==> src/rtl/mem_access_pkg.sv <==
// Shared definitions for the MEM-stage data-memory access unit.
// Holds the FSM state encoding, the default bus widths and the word-alignment mask.
package mem_access_pkg;

  typedef enum logic [1:0] {
    ST_IDLE = 2'd0,
    ST_WAIT = 2'd1,
    ST_DONE = 2'd2
  } state_e;

  localparam int unsigned DEF_ADDR_W = 32;
  localparam int unsigned DEF_DATA_W = 32;

  // Low address bits that must be zero for a word access.
  localparam logic [1:0] ALIGN_MASK = 2'b11;

endpackage

==> src/rtl/mau_timeout_cnt.sv <==
// Timeout counter for the memory access unit.
// Clear has priority over enable. The expire output is asserted while the count equals TIMEOUT-1.
module mau_timeout_cnt #(
  parameter int unsigned TIMEOUT = 255
) (
  input  logic clk_i,
  input  logic rst_i,
  input  logic clr,
  input  logic en,
  output logic expire
);

  localparam int unsigned CW = (TIMEOUT > 2) ? $clog2(TIMEOUT) : 1;

  logic [CW-1:0] count;

  // NOTE: state is updated with non-blocking assignments; reset is sampled on the clock edge.
  always_ff @(posedge clk_i) begin
    if (rst_i) begin
      count <= '0;
    end else if (clr) begin
      count <= '0;
    end else if (en) begin
      count <= count + 1'b1;
    end
  end

  assign expire = (count == CW'(TIMEOUT - 1));

endmodule

==> src/rtl/mem_access_unit.sv <==
// MEM-stage data-memory access controller.
// Issues one req/ack bus transaction per load or store, stalls the pipeline until it finishes, and times out stuck accesses.
module mem_access_unit
  import mem_access_pkg::*;
#(
  parameter int unsigned ADDR_W  = DEF_ADDR_W,
  parameter int unsigned DATA_W  = DEF_DATA_W,
  parameter int unsigned TIMEOUT = 255
) (
  input  logic              clk_i,
  input  logic              rst_i,
  input  logic              MemRead_i,
  input  logic              MemWrite_i,
  input  logic [ADDR_W-1:0] addr_i,
  input  logic [DATA_W-1:0] wdata_i,
  output logic [DATA_W-1:0] rdata_o,
  output logic              stall_o,
  output logic              err_o,
  output logic              mem_req_o,
  output logic              mem_we_o,
  output logic [ADDR_W-1:0] mem_addr_o,
  output logic [DATA_W-1:0] mem_wdata_o,
  input  logic              mem_ack_i,
  input  logic [DATA_W-1:0] mem_rdata_i
);

  state_e state;

  logic req_any;
  logic valid;
  logic expire;

  assign req_any = MemRead_i | MemWrite_i;
  assign valid   = (MemRead_i ^ MemWrite_i) && ((addr_i[1:0] & ALIGN_MASK) == 2'b00);

  mau_timeout_cnt #(
    .TIMEOUT (TIMEOUT)
  ) u_timeout_cnt (
    .clk_i  (clk_i),
    .rst_i  (rst_i),
    .clr    (state == ST_IDLE),
    .en     ((state == ST_WAIT) && !mem_ack_i),
    .expire (expire)
  );

  // Stall rises in the same cycle a valid request appears so EX_MEM holds it.
  always_comb begin
    stall_o = 1'b0;
    if (!rst_i) begin
      case (state)
        ST_IDLE: stall_o = valid;
        ST_WAIT: stall_o = 1'b1;
        default: stall_o = 1'b0;
      endcase
    end
  end

  always_ff @(posedge clk_i) begin
    if (rst_i) begin
      state       <= ST_IDLE;
      rdata_o     <= '0;
      err_o       <= 1'b0;
      mem_req_o   <= 1'b0;
      mem_we_o    <= 1'b0;
      mem_addr_o  <= '0;
      mem_wdata_o <= '0;
    end else begin
      err_o <= 1'b0;
      case (state)
        ST_IDLE: begin
          if (valid) begin
            mem_req_o   <= 1'b1;
            mem_we_o    <= MemWrite_i;
            mem_addr_o  <= addr_i;
            mem_wdata_o <= wdata_i;
            state       <= ST_WAIT;
          end else if (req_any) begin
            err_o <= 1'b1;
          end
        end
        ST_WAIT: begin
          // Ack is checked first so an ack on the last allowed cycle still completes cleanly.
          if (mem_ack_i) begin
            mem_req_o <= 1'b0;
            if (!mem_we_o) begin
              rdata_o <= mem_rdata_i;
            end
            state <= ST_DONE;
          end else if (expire) begin
            mem_req_o <= 1'b0;
            rdata_o   <= '0;
            err_o     <= 1'b1;
            state     <= ST_DONE;
          end
        end
        ST_DONE: state <= ST_IDLE;
        default: state <= ST_IDLE;
      endcase
    end
  end

endmodule

==> config.mk <==
export PLATFORM = sky130hd
export DESIGN_NAME = mem_access_unit
export DESIGN_NICKNAME = d
export VERILOG_FILES = /design/src/rtl/mem_access_pkg.sv /design/src/rtl/mau_timeout_cnt.sv /design/src/rtl/mem_access_unit.sv
export SDC_FILE = /design/constraint.sdc
export NUM_CORES = 1
export LEC_CHECK = 0
export BUFFER_PORTS_ARGS = -buffer_cell sky130_fd_sc_hd__buf_2
export CORE_MARGIN = 2
export CORE_UTILIZATION = 51
export CTS_BUF_LIST = sky130_fd_sc_hd__clkbuf_4 sky130_fd_sc_hd__clkbuf_8 sky130_fd_sc_hd__clkbuf_16
export DETAILED_ROUTE_END_ITERATION = 16
export GPL_ROUTABILITY_DRIVEN = 0
export HOLD_SLACK_MARGIN = 0.08
export PLACE_DENSITY = 0.83
export SLEW_MARGIN = 20
export SYNTH_ARGS = -nofsm -noshare
export SYNTH_HDL_FRONTEND = slang
export SYNTH_SLANG_ARGS = --single-unit
==> constraint.sdc <==
create_clock -name clk_i -period 3.7 [get_ports clk_i]
set_clock_uncertainty 0.1 [all_clocks]
set_input_delay 0.37 -clock clk_i [delete_from_list [all_inputs] [get_ports clk_i]]
set_output_delay 0.37 -clock clk_i [all_outputs]
set_load 0.01 [all_outputs]
After elaboration in Yosys (flattened, before gate mapping)
Index checks and enable logic that the tools add are counted.

cells by class
  multiplexer cells = 18
  bitwise logic cells = 2
  add/sub/neg operators = 1
  reduce and logical (&&, ||, !) cells = 12
  equality and inequality tests = 5

operators with widths
  kind                 number
  $mux 32              3
  $add 8x1->8 const B  1
  $eq 8x8->1 const B   1
  $mux 1               8
  $mux 2               3
  $pmux 1 s2           3
  $reduce_and 3->1     2
  $logic_not 2->1      2
  $ne 2x2->1 const B   2
  $pmux 2 s2           1
  $reduce_and 2->1     2
  $reduce_bool 2->1    2
  $ne 3x3->1 const B   1
  $eq 2x1->1 const B   1
  $logic_and 1x1->1    2
  $reduce_or 2->1      1
  $logic_not 1->1      1
  $or 1x1->1           1
  $xor 1x1->1          1

storage, ports and cells
  register bits after elaboration = 109
  word-level logic and storage cells = 46
  bits of input ports = 101
  output and inout port bits = 100

Logic depth before layout (Yosys ltp)
  word-level depth = 4
  gate-level depth with buffers = 7

Cells and area by module
A second synthesis with hierarchy kept.

unflattened totals
  cells, all modules = 437
  area total of the unflattened synthesis = 4466.8 um2

modules (own cells, without submodules)
  module           cells an instance  instances  sequential area each (um2)  area an instance (um2)
  mem_access_unit  395                1          2021.9                      4098.9
  mau_timeout_cnt  42                 1          160.2                       367.9

Least setup slack after synthesis
No wires, ideal clock.

  path type = input-to-output
  from = input MemRead_i
  to = output stall_o
  data arrival time = 1639 ps
  buffers on the path = 2
  stages = 6
  path slack = 1591 ps
  cells stage by stage = inv_1 > ha_1 > nor3b_1 > clkbuf_1 > buf_2 > o21a_1

on the way
  longest elaborated chain between the ends = 4

ends and longest elaborated chain
  element             line                   source
  start: declaration  mem_access_unit.sv:12  input logic MemRead_i,
  $xor 1x1->1         mem_access_unit.sv:34  assign valid = (MemRead_i ^ MemWrite_i) && ((addr_i[1:0] & ALIGN_MASK) == 2'b00);
  $logic_and 1x1->1   mem_access_unit.sv:34
  $pmux 1 s2          mem_access_unit.sv:50  case (state)
  $mux 1              mem_access_unit.sv:49  if (!rst_i) begin
  end: declaration    mem_access_unit.sv:17  output logic stall_o,

No other way between the ends.

Worst setup path in the final report
  from = input MemRead_i
  to = register mem_addr_o[20]

on the way
  longest elaborated chain between the ends = 3

ends and longest elaborated chain
  element                     line                   source
  $xor 1x1->1                 mem_access_unit.sv:34
  $logic_and 1x1->1           mem_access_unit.sv:34
  $reduce_and 2->1 (no line)  n/a
  end signal: assignment      mem_access_unit.sv:74  mem_addr_o <= addr_i;
  end: declaration            mem_access_unit.sv:21  output logic [ADDR_W-1:0] mem_addr_o,

No other way between the ends.
A chain may end at the register's enable or synchronous reset.

==> summary by stage <==
Clocking
The clock tree from TritonCTS is done. The number of sinks handled by clock tree synthesis is 109. The post-cts hold buffer count is 0. The tree is rooted in a sky130_fd_sc_hd__clkbuf_8. After clock tree synthesis, the clock-pin slew on the worst setup and hold paths is 0.11 ns.

Buffers added to address setup during post-CTS repair amount to 0. The H-tree was split into 3 levels. The number of gates given a new drive strength after cts is 0. The clock reaches the later pin of the worst-skew pair after 0.37 ns. The maximum number of buffers from clock root to sink is 2.

The number of clock buffers inserted by TritonCTS is 9.

Global routing
The number of global-route vias before repair is 4,340. The wire length of the first global-routing pass is 20.8 mm. The final global-route overflow total is 0. For this run, the total global-route usage over all layers was measured as 25.7%. The largest net degree at the start of global routing is 65. The number of antenna violations at the first check in global routing is 0.

Drt
For this run, the detailed router's first-pass iteration total came to 5. The number of vias per cell after detailed routing is 5.77. The overall routed net length is 12.9 mm.

After detailed routing, the average wire length per cell comes to 15.7 µm. The detailed router's first-iteration violation count is 182. The remaining number of nets flagged by the antenna check after routing is 0. The post-route DRC violation count is 0. Summing over every cut layer, the via total after detailed routing is 4,742.

Floorplan
The total core area is 8680 µm². 201 I/O pins were placed. The chip height is 98.3 µm.

The effective utilization at floorplan is 52.2%. The floorplan row count is 34. The floorplan step defined a die boundary enclosing 9660 µm². The die is 98.3 µm wide.

STA
The total of endpoints with negative setup slack in the final report is 0. The final critical-path setup slack is 1.61 ns. The count of final max-slew check failures is 0. Measured against its own limit, the worst slew margin works out to 43.6%.

In the finished design, the share of the clock period the worst path needs comes to 56.4%. The worst path needs 2.09 ns of the cycle, external delays included. For the pin with the worst max-slew slack, the measured transition is 0.846 ns.

The final-report hold violation count is 0. The highest achievable clock rate is 0.480 GHz. Setup repair after global routing left no endpoint under its margin. After routing, the total negative slack on setup checks comes to 0 ns.

Finish
The layout cell share with drive strength beyond 1 is 33.1%. The post-layout net count is 813. For this run, the number of standard cells in the final layout without fillers is 822. Cells fill 65.8% of the core in the end. The synthesis-to-layout area growth is 26.0%. The number of inserted diodes is 0.

Pwr
Dividing total power by cell area gives a power density of 388 nW/µm². Across the VDD grid, the largest voltage drop is 201 µV. Summed over all cells, the static leakage comes to 2.40 nW.

Hold path
The path class of the tightest hold or removal check is input pin to flop.

Setup path
The critical path capture point type is a flop. The worst setup path is of the input pin to flop kind. For the worst setup path, the data required time is 3.84 ns. The largest driver fanout on the critical path is 34.

The arrival time of data at the critical path endpoint is 2.22 ns. The nature of the critical path startpoint is an input pin.

Placed design
The worst setup slack after placement is 1.23 ns. The total placed cells including tap cells is 806. The count of port buffers added during placement is 200. The half-perimeter wire length of the detailed placement result is 8.79 mm.

Synth
The most used standard cell by instance count after synthesis is sky130_fd_sc_hd__dfxtp_1. The synthesized netlist net count is 651. Ranked by instance count, the synthesized netlist is headed by 109 x sky130_fd_sc_hd__dfxtp_1, 99 x sky130_fd_sc_hd__o21ai_0, 68 x sky130_fd_sc_hd__a21oi_1. Synthesis instantiated 35 different standard cells from the library. The cell type contributing the most total cell area after synthesis is sky130_fd_sc_hd__dfxtp_1. Sorting the synthesized cells by area gives the leading types as sky130_fd_sc_hd__dfxtp_1 48%, sky130_fd_sc_hd__o21ai_0 11%, sky130_fd_sc_hd__a21oi_1 7.5%. The cell count after synthesis came out at 547.

The post-synthesis sequential element count is 109. The fraction of registers with async set/reset is 0%. The warning count from the yosys run is 0. Counting flops with a built-in enable in the synthesized netlist gives 0. The share of synthesized area occupied by flip-flops and latches is 48.1%. Among all flip-flop cells after synthesis, the most frequent one is sky130_fd_sc_hd__dfxtp_1.

Summed over its instances, the top area cell type makes up 48.1% of the synthesized netlist area. The total standard cell area after synthesis is 4530 µm². The average cell area after synthesis is 8.29 µm².

Run
Max-cap violations in this run came to 0.

Status
The run finished with clean final reports.
-- state kept, by name (all words and copies together), names as in the netlist --
register / count
rdata_o: 32
err_o: 1
mem_req_o: 1
mem_we_o: 1
u_timeout_cnt.count: 8
mem_wdata_o: 32
state: 2
mem_addr_o: 32
-- metrics by stage --
stage / power, mW / hold slack, ns / area (µm²)
floorplan: 1.42 / 0.343 / 4530
global placement: 1.54 / 0.355 / 5520
detailed placement: 1.55 / 0.365 / 5530
CTS: 2.23 / 0.115 / 5710
global route: 2.31 / 0.122 / 5710
finish: 2.22 / 0.127 / 5710
-- per-layer routing --
metal | track usage (%) | up-vias | part of all wire [%]
met3 | 5.51 | 29 | 8.1
li1 | - | 2285 | -
met1 | 32.2 | 2207 | 41
met5 | 0 | - | 0
met4 | 9.91 | 0 | 2.5
met2 | 43.2 | 221 | 49
-- final timing paths --
kind | start | end | slack, ns | cells past startpoint
worst min-delay path | wdata_i[2] | mem_wdata_o[2] | 0.13 | 3
worst min register to register | mem_addr_o[24] | mem_addr_o[24] | 0.38 | 2
worst max-delay path | MemRead_i | mem_addr_o[20] | 1.61 | 7
worst max register to register | state[1] | mem_req_o | 1.67 | 4
-- power breakdown --
| part | leakage, nW | internal [mW] | switching [mW] | total (mW) |
|---|---|---|---|---|
| clock network | 0.0923 | 0.255 | 0.433 | 0.688 |
| registers | 0.884 | 1.22 | 0.0222 | 1.24 |
| logic | 1.42 | 0.114 | 0.175 | 0.289 |
-- layout by cell type, fill, tap and decap left out, drive strengths merged, types with 3 or more instances in the layout --
| cell type | count |
|---|---|
| dfxtp | 109 |
| o21ai | 99 |
| nor3b | 5 |
| nand2 | 37 |
| nand2b | 4 |
| a32oi | 32 |
| nor2b | 33 |
| nand3 | 66 |
| nor2 | 6 |
| nor3 | 3 |
| ha | 3 |
| buf | 208 |
| clkbuf | 9 |
| inv | 8 |
| or3 | 3 |
| a21oi | 69 |
-- final cells by class --
class,count,area (µm²)
well taps,108,135
clock inverters,7,55.1
flip-flops and latches,109,2180
clock buffers,9,124
inverters,4,15.0
fillers,735,2970
repair buffers,208,1060
multi-input cells,377,2140
-- cell families (layout without fill, tap and decap cells) --
family                     count (synthesis)  count (layout)  share of synthesized area [%]
adders and majority gates                  3               3                          0.828
buffers and inverters                     61             228                           5.52
xor gates and xnor gates                   2               2                          0.386
AOI/OAI and AO/OA                        206             206                           25.9
muxes                                      1               1                          0.221
and+or+nand+nor                          165             165                           19.0
DFF                                      109             109                           48.1
-- worst max-delay path: stages --
cell and delay, ns:
sky130_fd_sc_hd__buf_2 0.09, sky130_fd_sc_hd__inv_1 0.04, sky130_fd_sc_hd__ha_1 0.28, sky130_fd_sc_hd__or3b_1 0.71, sky130_fd_sc_hd__buf_4 0.39, sky130_fd_sc_hd__o21ai_0 0.23, sky130_fd_sc_hd__a21oi_1 0.09
Note: power is estimated with default switching activity, not from simulation.
